===== src/rtl/stab_pkg.sv =====
// Shared types, default constants and the correction clamp for the stabilizer servo driver.
package stab_pkg;

    typedef logic [15:0] pulse_us_t;

    localparam int DEF_CENTER_US = 1500;
    localparam int DEF_RANGE_US  = 500;
    localparam int DEF_FRAME_US  = 20000;

    function automatic int clamp_corr(input int corr, input int lim);
        if (corr > lim) begin
            return lim;
        end
        if (corr < -lim) begin
            return -lim;
        end
        return corr;
    endfunction

endpackage


===== src/rtl/stab_servo_channel.sv =====
// One servo channel: target register with clamped proportional correction,
// once-per-frame slew of the applied width, at_target flag and PWM compare.
module stab_servo_channel
    import stab_pkg::*;
#(
    parameter int ANGLE_W   = 8,
    parameter int CENTER_US = DEF_CENTER_US,
    parameter int RANGE_US  = DEF_RANGE_US,
    parameter int GAIN      = 4,
    parameter int SLEW_US   = 100
) (
    input  logic               clk,
    input  logic               rst_n,
    input  logic               load_i,
    input  logic               force_center_i,
    input  logic               wrap_i,
    input  pulse_us_t          us_cnt_i,
    input  logic [ANGLE_W-1:0] angle_i,
    output logic               pwm_o,
    output pulse_us_t          pulse_us_o,
    output logic               at_target_o
);

    localparam int CW = ANGLE_W + $clog2(GAIN) + 2;
    localparam logic signed [CW-1:0] GAIN_S = CW'(GAIN);
    localparam logic signed [16:0]   SLEW_S = 17'(SLEW_US);
    localparam pulse_us_t CENTER = pulse_us_t'(CENTER_US);
    localparam pulse_us_t SLEW   = pulse_us_t'(SLEW_US);

    logic signed [CW-1:0] angle_ext;
    logic signed [CW-1:0] corr;
    logic signed [16:0]   diff;
    pulse_us_t            target_q, target_d;
    pulse_us_t            cur_q, cur_d;
    logic                 pwm_q;
    logic                 at_q;

    always_comb begin
        angle_ext = {{(CW-ANGLE_W){angle_i[ANGLE_W-1]}}, angle_i};
        corr      = -(angle_ext * GAIN_S);

        target_d = target_q;
        if (force_center_i) begin
            target_d = CENTER;
        end else if (load_i) begin
            target_d = pulse_us_t'(CENTER_US + clamp_corr(int'(corr), RANGE_US));
        end

        // Slew works from the target registered before this edge, so a sample
        // arriving on the wrap cycle waits for the next boundary.
        diff  = $signed({1'b0, target_q}) - $signed({1'b0, cur_q});
        cur_d = cur_q;
        if (wrap_i) begin
            if (diff > SLEW_S) begin
                cur_d = cur_q + SLEW;
            end else if (diff < -SLEW_S) begin
                cur_d = cur_q - SLEW;
            end else begin
                cur_d = target_q;
            end
        end
    end

    always_ff @(posedge clk or negedge rst_n) begin
        if (!rst_n) begin
            target_q <= CENTER;
            cur_q    <= CENTER;
            pwm_q    <= 1'b0;
            at_q     <= 1'b1;
        end else begin
            target_q <= target_d;
            cur_q    <= cur_d;
            pwm_q    <= (us_cnt_i < cur_q);
            at_q     <= (cur_d == target_d);
        end
    end

    assign pwm_o       = pwm_q;
    assign pulse_us_o  = cur_q;
    assign at_target_o = at_q;

endmodule


===== src/rtl/stab_servo_driver.sv =====
// Multi-channel stabilizer servo driver: shared microsecond timebase and frame
// counter feeding NUM_CH servo channels. Define STAB_FAILSAFE_EN to enable the sample timeout.
module stab_servo_driver
    import stab_pkg::*;
#(
    parameter int NUM_CH         = 2,
    parameter int ANGLE_W        = 8,
    parameter int CLK_HZ         = 50_000_000,
    parameter int FRAME_US       = DEF_FRAME_US,
    parameter int CENTER_US      = DEF_CENTER_US,
    parameter int RANGE_US       = DEF_RANGE_US,
    parameter int GAIN           = 4,
    parameter int SLEW_US        = 100,
    parameter int TIMEOUT_FRAMES = 8
) (
    input  logic                      clk,
    input  logic                      rst_n,
    input  logic                      angle_valid,
    input  logic [NUM_CH*ANGLE_W-1:0] angle,
    input  logic                      arm,
    output logic [NUM_CH-1:0]         servo_pwm,
    output logic [NUM_CH*16-1:0]      pulse_us,
    output logic [NUM_CH-1:0]         at_target,
    output logic                      frame_start,
    output logic                      fault
);

    localparam int DIV = CLK_HZ / 1_000_000;
    localparam int PW  = (DIV > 1) ? $clog2(DIV) : 1;
    localparam logic [PW-1:0] PRE_MAX   = PW'(DIV - 1);
    localparam pulse_us_t     FRAME_MAX = pulse_us_t'(FRAME_US - 1);

    if (TIMEOUT_FRAMES < 1 || (CLK_HZ % 1_000_000) != 0) begin : g_bad_cfg
        $error("stab_servo_driver: bad TIMEOUT_FRAMES or CLK_HZ");
    end

    logic [PW-1:0] presc_q, presc_d;
    pulse_us_t     us_cnt_q, us_cnt_d;
    logic          us_tick;
    logic          wrap;
    logic          frame_start_q;
    logic          force_center;

    always_comb begin
        us_tick  = (presc_q == PRE_MAX);
        wrap     = us_tick && (us_cnt_q == FRAME_MAX);
        presc_d  = us_tick ? '0 : presc_q + 1'b1;
        us_cnt_d = us_cnt_q;
        if (wrap) begin
            us_cnt_d = '0;
        end else if (us_tick) begin
            us_cnt_d = us_cnt_q + 1'b1;
        end
    end

    always_ff @(posedge clk or negedge rst_n) begin
        if (!rst_n) begin
            presc_q       <= '0;
            us_cnt_q      <= '0;
            frame_start_q <= 1'b0;
        end else begin
            presc_q       <= presc_d;
            us_cnt_q      <= us_cnt_d;
            frame_start_q <= wrap;
        end
    end

    assign frame_start = frame_start_q;

`ifdef STAB_FAILSAFE_EN
    localparam int TW = $clog2(TIMEOUT_FRAMES + 1);
    localparam logic [TW-1:0] TO_MAX  = TW'(TIMEOUT_FRAMES);
    localparam logic [TW-1:0] TO_LAST = TW'(TIMEOUT_FRAMES - 1);

    logic [TW-1:0] to_cnt_q, to_cnt_d;
    logic          fault_q, fault_d;

    always_comb begin
        to_cnt_d = to_cnt_q;
        fault_d  = fault_q;
        if (angle_valid) begin
            to_cnt_d = '0;
            fault_d  = 1'b0;
        end else if (wrap && to_cnt_q != TO_MAX) begin
            to_cnt_d = to_cnt_q + 1'b1;
            if (to_cnt_q == TO_LAST) begin
                fault_d = 1'b1;
            end
        end
    end

    always_ff @(posedge clk or negedge rst_n) begin
        if (!rst_n) begin
            to_cnt_q <= '0;
            fault_q  <= 1'b0;
        end else begin
            to_cnt_q <= to_cnt_d;
            fault_q  <= fault_d;
        end
    end

    // A fresh sample overrides the failsafe on the very cycle it arrives.
    assign fault        = fault_q;
    assign force_center = !arm || (fault_q && !angle_valid);
`else
    assign fault        = 1'b0;
    assign force_center = !arm;
`endif

    for (genvar i = 0; i < NUM_CH; i++) begin : g_ch
        stab_servo_channel #(
            .ANGLE_W  (ANGLE_W),
            .CENTER_US(CENTER_US),
            .RANGE_US (RANGE_US),
            .GAIN     (GAIN),
            .SLEW_US  (SLEW_US)
        ) u_ch (
            .clk           (clk),
            .rst_n         (rst_n),
            .load_i        (angle_valid),
            .force_center_i(force_center),
            .wrap_i        (wrap),
            .us_cnt_i      (us_cnt_q),
            .angle_i       (angle[i*ANGLE_W +: ANGLE_W]),
            .pwm_o         (servo_pwm[i]),
            .pulse_us_o    (pulse_us[i*16 +: 16]),
            .at_target_o   (at_target[i])
        );
    end

endmodule


===== config.mk =====
export PLATFORM = sky130hd
export DESIGN_NAME = stab_servo_driver
export DESIGN_NICKNAME = d
export VERILOG_FILES = /design/src/rtl/stab_pkg.sv /design/src/rtl/stab_servo_channel.sv /design/src/rtl/stab_servo_driver.sv
export SDC_FILE = /design/constraint.sdc
export NUM_CORES = 1
export LEC_CHECK = 0
export ABC_AREA = 1
export CAP_MARGIN = 25
export CORE_MARGIN = 3
export CORE_UTILIZATION = 67
export CTS_BUF_LIST = sky130_fd_sc_hd__clkbuf_8
export CTS_CLUSTER_SIZE = 20
export DETAILED_ROUTE_END_ITERATION = 8
export GPL_TIMING_DRIVEN = 0
export PLACE_DENSITY_LB_ADDON = 0.2
export SYNTH_ARGS = -nofsm -noshare
export SYNTH_HDL_FRONTEND = slang
export SYNTH_SLANG_ARGS = --single-unit

===== constraint.sdc =====
create_clock -name clk -period 4.7 [get_ports clk]
set_input_delay 0.94 -clock clk [delete_from_list [all_inputs] [get_ports clk]]
set_output_delay 0.94 -clock clk [all_outputs]
set_load 0.03 [all_outputs]

# Yosys cells after proc, flatten, opt, wreduce, memory -nomap -nowiden
# Cells that the tools add are included.
# W data, S select, Z words.
# word_totals
regBits,91
latch_bits,0
ram_bits,0
romBits,0
output_inout_bits,38
memories,0
# classes
n_addsub,12
mul,0
div,0
order_cmp,10
eq_ne,4
n_shift,0
n_mux,39
bitwise_logic,0
n_reduce_logical,2
# ops
cell,count
$mux W16,22
$gt A17 B8 Y1 const B,2
$lt A17 B8 Y1 const B,2
$sub A16 B16 Y17,2
$add A12 B16 Y16 const A,2
$add A16 B7 Y16 const B,2
$eq A16 B16 Y1,2
$lt A16 B16 Y1,2
$sub A16 B7 Y16 const B,2
$gt A12 B10 Y1 const B,2
$lt A12 B10 Y1 const B,2
$neg A10 Y12,2
$mux W9,2
$add A16 B1 Y16 const B,1
$eq A16 B15 Y1 const B,1
$mux W1,14
$add A6 B1 Y6 const B,1
$eq A6 B6 Y1 const B,1
$mux W6,1
$reduce_bool A2 Y1,1
$logic_and A1 B1 Y1,1

# Depth between registers and ports, before layout
# logic_depth
ltp_word,16
ltp_mapped,30
depth_no_buf,29

# Hierarchy
# From an unflattened synthesis, not the netlist that was laid out.
# unflattened
cells_unflattened,1816
area_unflattened_um2,10809.1
# by_module_without_submodules
mod,n_inst,cells_per_inst,area_per_inst_um2,seq_area_each_um2
stab_servo_channel (g_ch[0].u_ch),1,813,4759.6,869.6
stab_servo_channel (g_ch[1].u_ch),1,829,4729.5,869.6
stab_servo_driver,1,174,1320.0,575.6

# Worst setup path after synthesis
# Ideal clock, no wire load.
# synth_path
kind,input -> register
start,input angle[8]
end,register g_ch[1].u_ch.at_q
setup_time_ns,0.067
t_arrival_ns,3.543
required_time_ns,4.633
path_slack_ns,1.090
path_stages,25
cell_sequence,inv_1 ha_1 inv_1 nand2_1 nand2_1 inv_1 nor2_1 nand3_1 o31ai_1 ha_1 clkbuf_1 inv_1 nand3_1 inv_1 ha_1 nand3_1 nand2_1 nand3_1 a31oi_2 nand3_1 nand2_1 nand2_1 nor2_1 nand2_1 nor2_1
# synth_via
elab_chain_cells,14
word_cells_on_any_way,20
classes_between,add/sub (2); order compare (2); eq/ne (1); mux (15)
# synth_rtl
element,line,rtl
from (decl),stab_servo_driver.sv:19,"input logic [NUM_CH*ANGLE_W-1:0] angle,"
$neg A10 Y12 *,stab_servo_channel.sv:40,corr = -(angle_ext * GAIN_S);
$lt A12 B10 Y1,stab_pkg.sv:14,if (corr < -lim) begin
$mux W1 (2 in a row),stab_pkg.sv:14,
$mux W1,stab_servo_channel.sv:45,end else if (load_i) begin
$mux W1,stab_servo_channel.sv:43,if (force_center_i) begin
$mux W16,stab_pkg.sv:17,return corr;
$mux W16 *,stab_pkg.sv:14,
$mux W16 *,stab_servo_channel.sv:45,
$mux W16 *,stab_servo_channel.sv:43,
$add A12 B16 Y16 *,stab_servo_channel.sv:46,"target_d = pulse_us_t'(CENTER_US + clamp_corr(int'(corr), RANGE_US));"
$mux W16 *,stab_servo_channel.sv:45,
$mux W16 *,stab_servo_channel.sv:43,
net g_ch[1].u_ch.target_d[8],stab_servo_channel.sv:33,"pulse_us_t target_q, target_d;"
$eq A16 B16 Y1 *,stab_servo_channel.sv:74,at_q <= (cur_d == target_d);
to (signal assigned),stab_servo_channel.sv:74,
to (decl),stab_servo_channel.sv:36,logic at_q;
# Mark *: on every way through the listed nets, which the timed path passes. The rest lies on a longest branch. The select of a mux whose other input is x is not followed.
# A chain may end at the register's enable or synchronous reset.

# Worst setup path in the final report
# Ends and elaborated chain as after synthesis.

==> impl_metrics.ini <==
[critical_path]
arrival_ns = 4.66
r2r.worst_path.cells = 25
end_kind = register
cp.required_ns = 5.02
cp_max_fo = 7
cpMaxStageDelayCell = clkdlybuf4s50_1
critical_path_class = primary input to register
rrSetupSlack_ns = 0.59
critical-path-max-stage-delay_ns = 0.54
cpMostUsedCell = nand2_1
reg2reg_from = g_ch[1].u_ch.pulse_us_o[9]
r2r-end = g_ch[1].u_ch.at_target_o
cp-start-kind = primary input

[synth]
yosysWarnings = 0
synth_edf_count = 0
synth_flop_cell = dfrtp_1
synth_cells = 1624
synth_cell_types = 53
syn_area_sq_um = 10100
ys_async_sr_fraction = 1.00
avgSynthCellArea_sq_um = 6.20
synth-seq-area-share = 0.230
ys_seq_elements = 91
syn_nets = 1725

[pwr]
p_leak_nw = 6.04
peakVddDrop_mv = 0.153
p_per_area_nw_per_um2 = 200

[sta]
rsz0062_at_grt = false
setup_viol = 0
fin_skew_ns = 0.0126
min_period_over_period = 0.923
min_period_ns = 4.34
final.setup.worst_slack_ns = 0.363
slew_viol_final = 0
max_slew.worst_pin.slew_ns = 0.802
max_slew_margin = 0.465
hold_viol = 0
max_freq_mhz = 231

[grt]
antenna_found_initial = 0
grt_pass1_wl_mm = 47.2
grt_pass1_vias = 9922
track_usage = 0.353
grt_max_degree = 58
globalRouteOverflowTotal = 0

[min_path]
hp-start = presc_q[0]
hold_path_class = register to register
whs_endpoint = presc_q[0]
hold_path_depth = 1

[clock_network]
hold_buffers = 0
cts.path.max_buffers = 2
htreeDepth = 3
cts_sinks = 91
numCtsBuffers = 9
cts_root_buf = clkbuf_8
clock_latency_ns = 0.39
clk_pin_slew_worst_paths_ns = 0.10
tritoncts = built

[cells_and_area]
fin_cells = 1881
antenna_cells = 0
drive_gt1_frac = 0.0607
stdcell_area_sq_um = 11100
layout_commonest_cell = nand2_1
area_growth_pct = 10.3
final_cell_mix = nand2_1, inv_1, nand3_1
final_nets = 1793

[floorplanning]
start_util = 0.690
die_y_um = 129
dieArea_sq_um = 16500
ioPinCount = 58
die_x_um = 129
core_area_sq_um = 14600
num_rows = 44

[placed_design]
place_ws_ns = -0.179
placed_cells_incl_taps = 1865
hpwl_mm = 23.0
portBuffers = 56
post_dp_cell_area_sq_um = 10900
gp_congestion = 1.02

[detailed_routing]
routedWlPerCell_um = 15.3
vias = 10793
drt-initial-drc-count = 1182
wirelength_mm = 28.9
ant_nets = 0
first_pass_iters = 8
drc = 0
viasPerCell = 5.74

[run_status]
outcome = finished clean

[job]
maxCapViolCount = 0
[power breakdown]
group          leakage [nW]  internal (mW)  switching (mW)
combinational          4.79          0.272           0.515
sequential             1.14          0.813          0.0319
clock                 0.109          0.278           0.309
total                  6.04           1.36           0.855
[per-layer routing]
layer | share of wire | vias to the layer above | global-route usage
met5 | 0 | - | 0
met4 | 0.022 | 0 | 0.101
met3 | 0.089 | 56 | 0.0726
met2 | 0.45 | 492 | 0.572
met1 | 0.44 | 4908 | 0.479
li1 | - | 5337 | -
[kinds of logic (layout without fill, tap and decap cells)]
| group | count (synthesis) | in the layout | share of synthesized area |
|---|---|---|---|
| AND/OR/NAND/NOR | 967 | 967 | 0.419 |
| AO/OA/AOI/OAI | 137 | 137 | 0.0801 |
| buffers and inverters | 283 | 356 | 0.112 |
| other | 1 | 1 | 0.000373 |
| XOR/XNOR | 64 | 64 | 0.0557 |
| adder cells (fa/ha/maj) | 81 | 81 | 0.102 |
| flip-flops | 91 | 91 | 0.230 |
[Yosys cell counts (26+ instances only)]
cell type / n / area [sq um]
xor2_1: 54 / 473
nand3b_1: 26 / 195
dfrtp_1: 61 / 1530
dfstp_2: 30 / 788
nand3_1: 196 / 981
inv_1: 248 / 931
nand2_1: 516 / 1940
nor2_1: 137 / 514
a21oi_1: 52 / 260
nand4_1: 31 / 194
ha_1: 79 / 988
o21ai_0: 36 / 180
[critical path: cells and delay by family]
kind	cells	cell delay [ns]
AOI/OAI and AO/OA	2	0.53
and+or+nand+nor	14	1.34
buffers and inverters	6	1.01
adders and majority gates	3	0.82
[cell type report]
cell class                 instances  area (sq um)
inverter                         252           946
timing repair buffer              58           593
sequential                        91          2310
multi-input combinational       1250          6620
fill                            1204          3490
clock inverter                     5          61.3
clock buffer                      11           151
buffer                            30           181
tap                              184           230
[flip-flops by register name, summed over array words and instances (netlist names)]
name and cells:
g_ch.u_ch.target_q 32, g_ch.u_ch.at_target_o 2, frame_start 1, presc_q 6
g_ch.u_ch.pulse_us_o 32, us_cnt_q 16, g_ch.u_ch.pwm_o 2
[worst max path at each step]
| stage | start | to | slack (ns) | cells past startpoint |
|---|---|---|---|---|
| finish | angle[8] | g_ch[1].u_ch.at_target_o | 0.36 | 25 |
| global route | angle[8] | g_ch[1].u_ch.at_target_o | 0.007 | 25 |
| CTS | angle[8] | g_ch[1].u_ch.at_target_o | 0.20 | 26 |
| detailed placement | angle[8] | g_ch[1].u_ch.at_target_o | -0.18 | 26 |
| global placement | rst_n | g_ch[1].u_ch.pulse_us_o[15] | -0.64 | 1 |
| floorplan | angle[8] | g_ch[1].u_ch.at_target_o | 1.09 | 25 |
[through the flow]
| stage | hold slack (ns) | power, mW | TNS [ns] | util |
|---|---|---|---|---|
| 3_3_place_gp | 0.481 | 1.60 | -38.13 | 0.744 |
| 5_1_grt | 0.522 | 2.35 | 0 | 0.761 |
| 3_5_place_dp | 0.487 | 1.62 | -0.179 | 0.746 |
| 2_1_floorplan | 0.461 | 1.42 | 0 | - |
| 4_1_cts | 0.501 | 2.20 | 0 | 0.760 |
| 6_report | 0.494 | 2.22 | 0 | 0.761 |
[what timing repair did]
item | CTS | global route
setup buffers | 0 | 1
setup endpoints to repair | 0 | 1
resized for setup | 0 | 3
(Power assumes the default switching activity.)
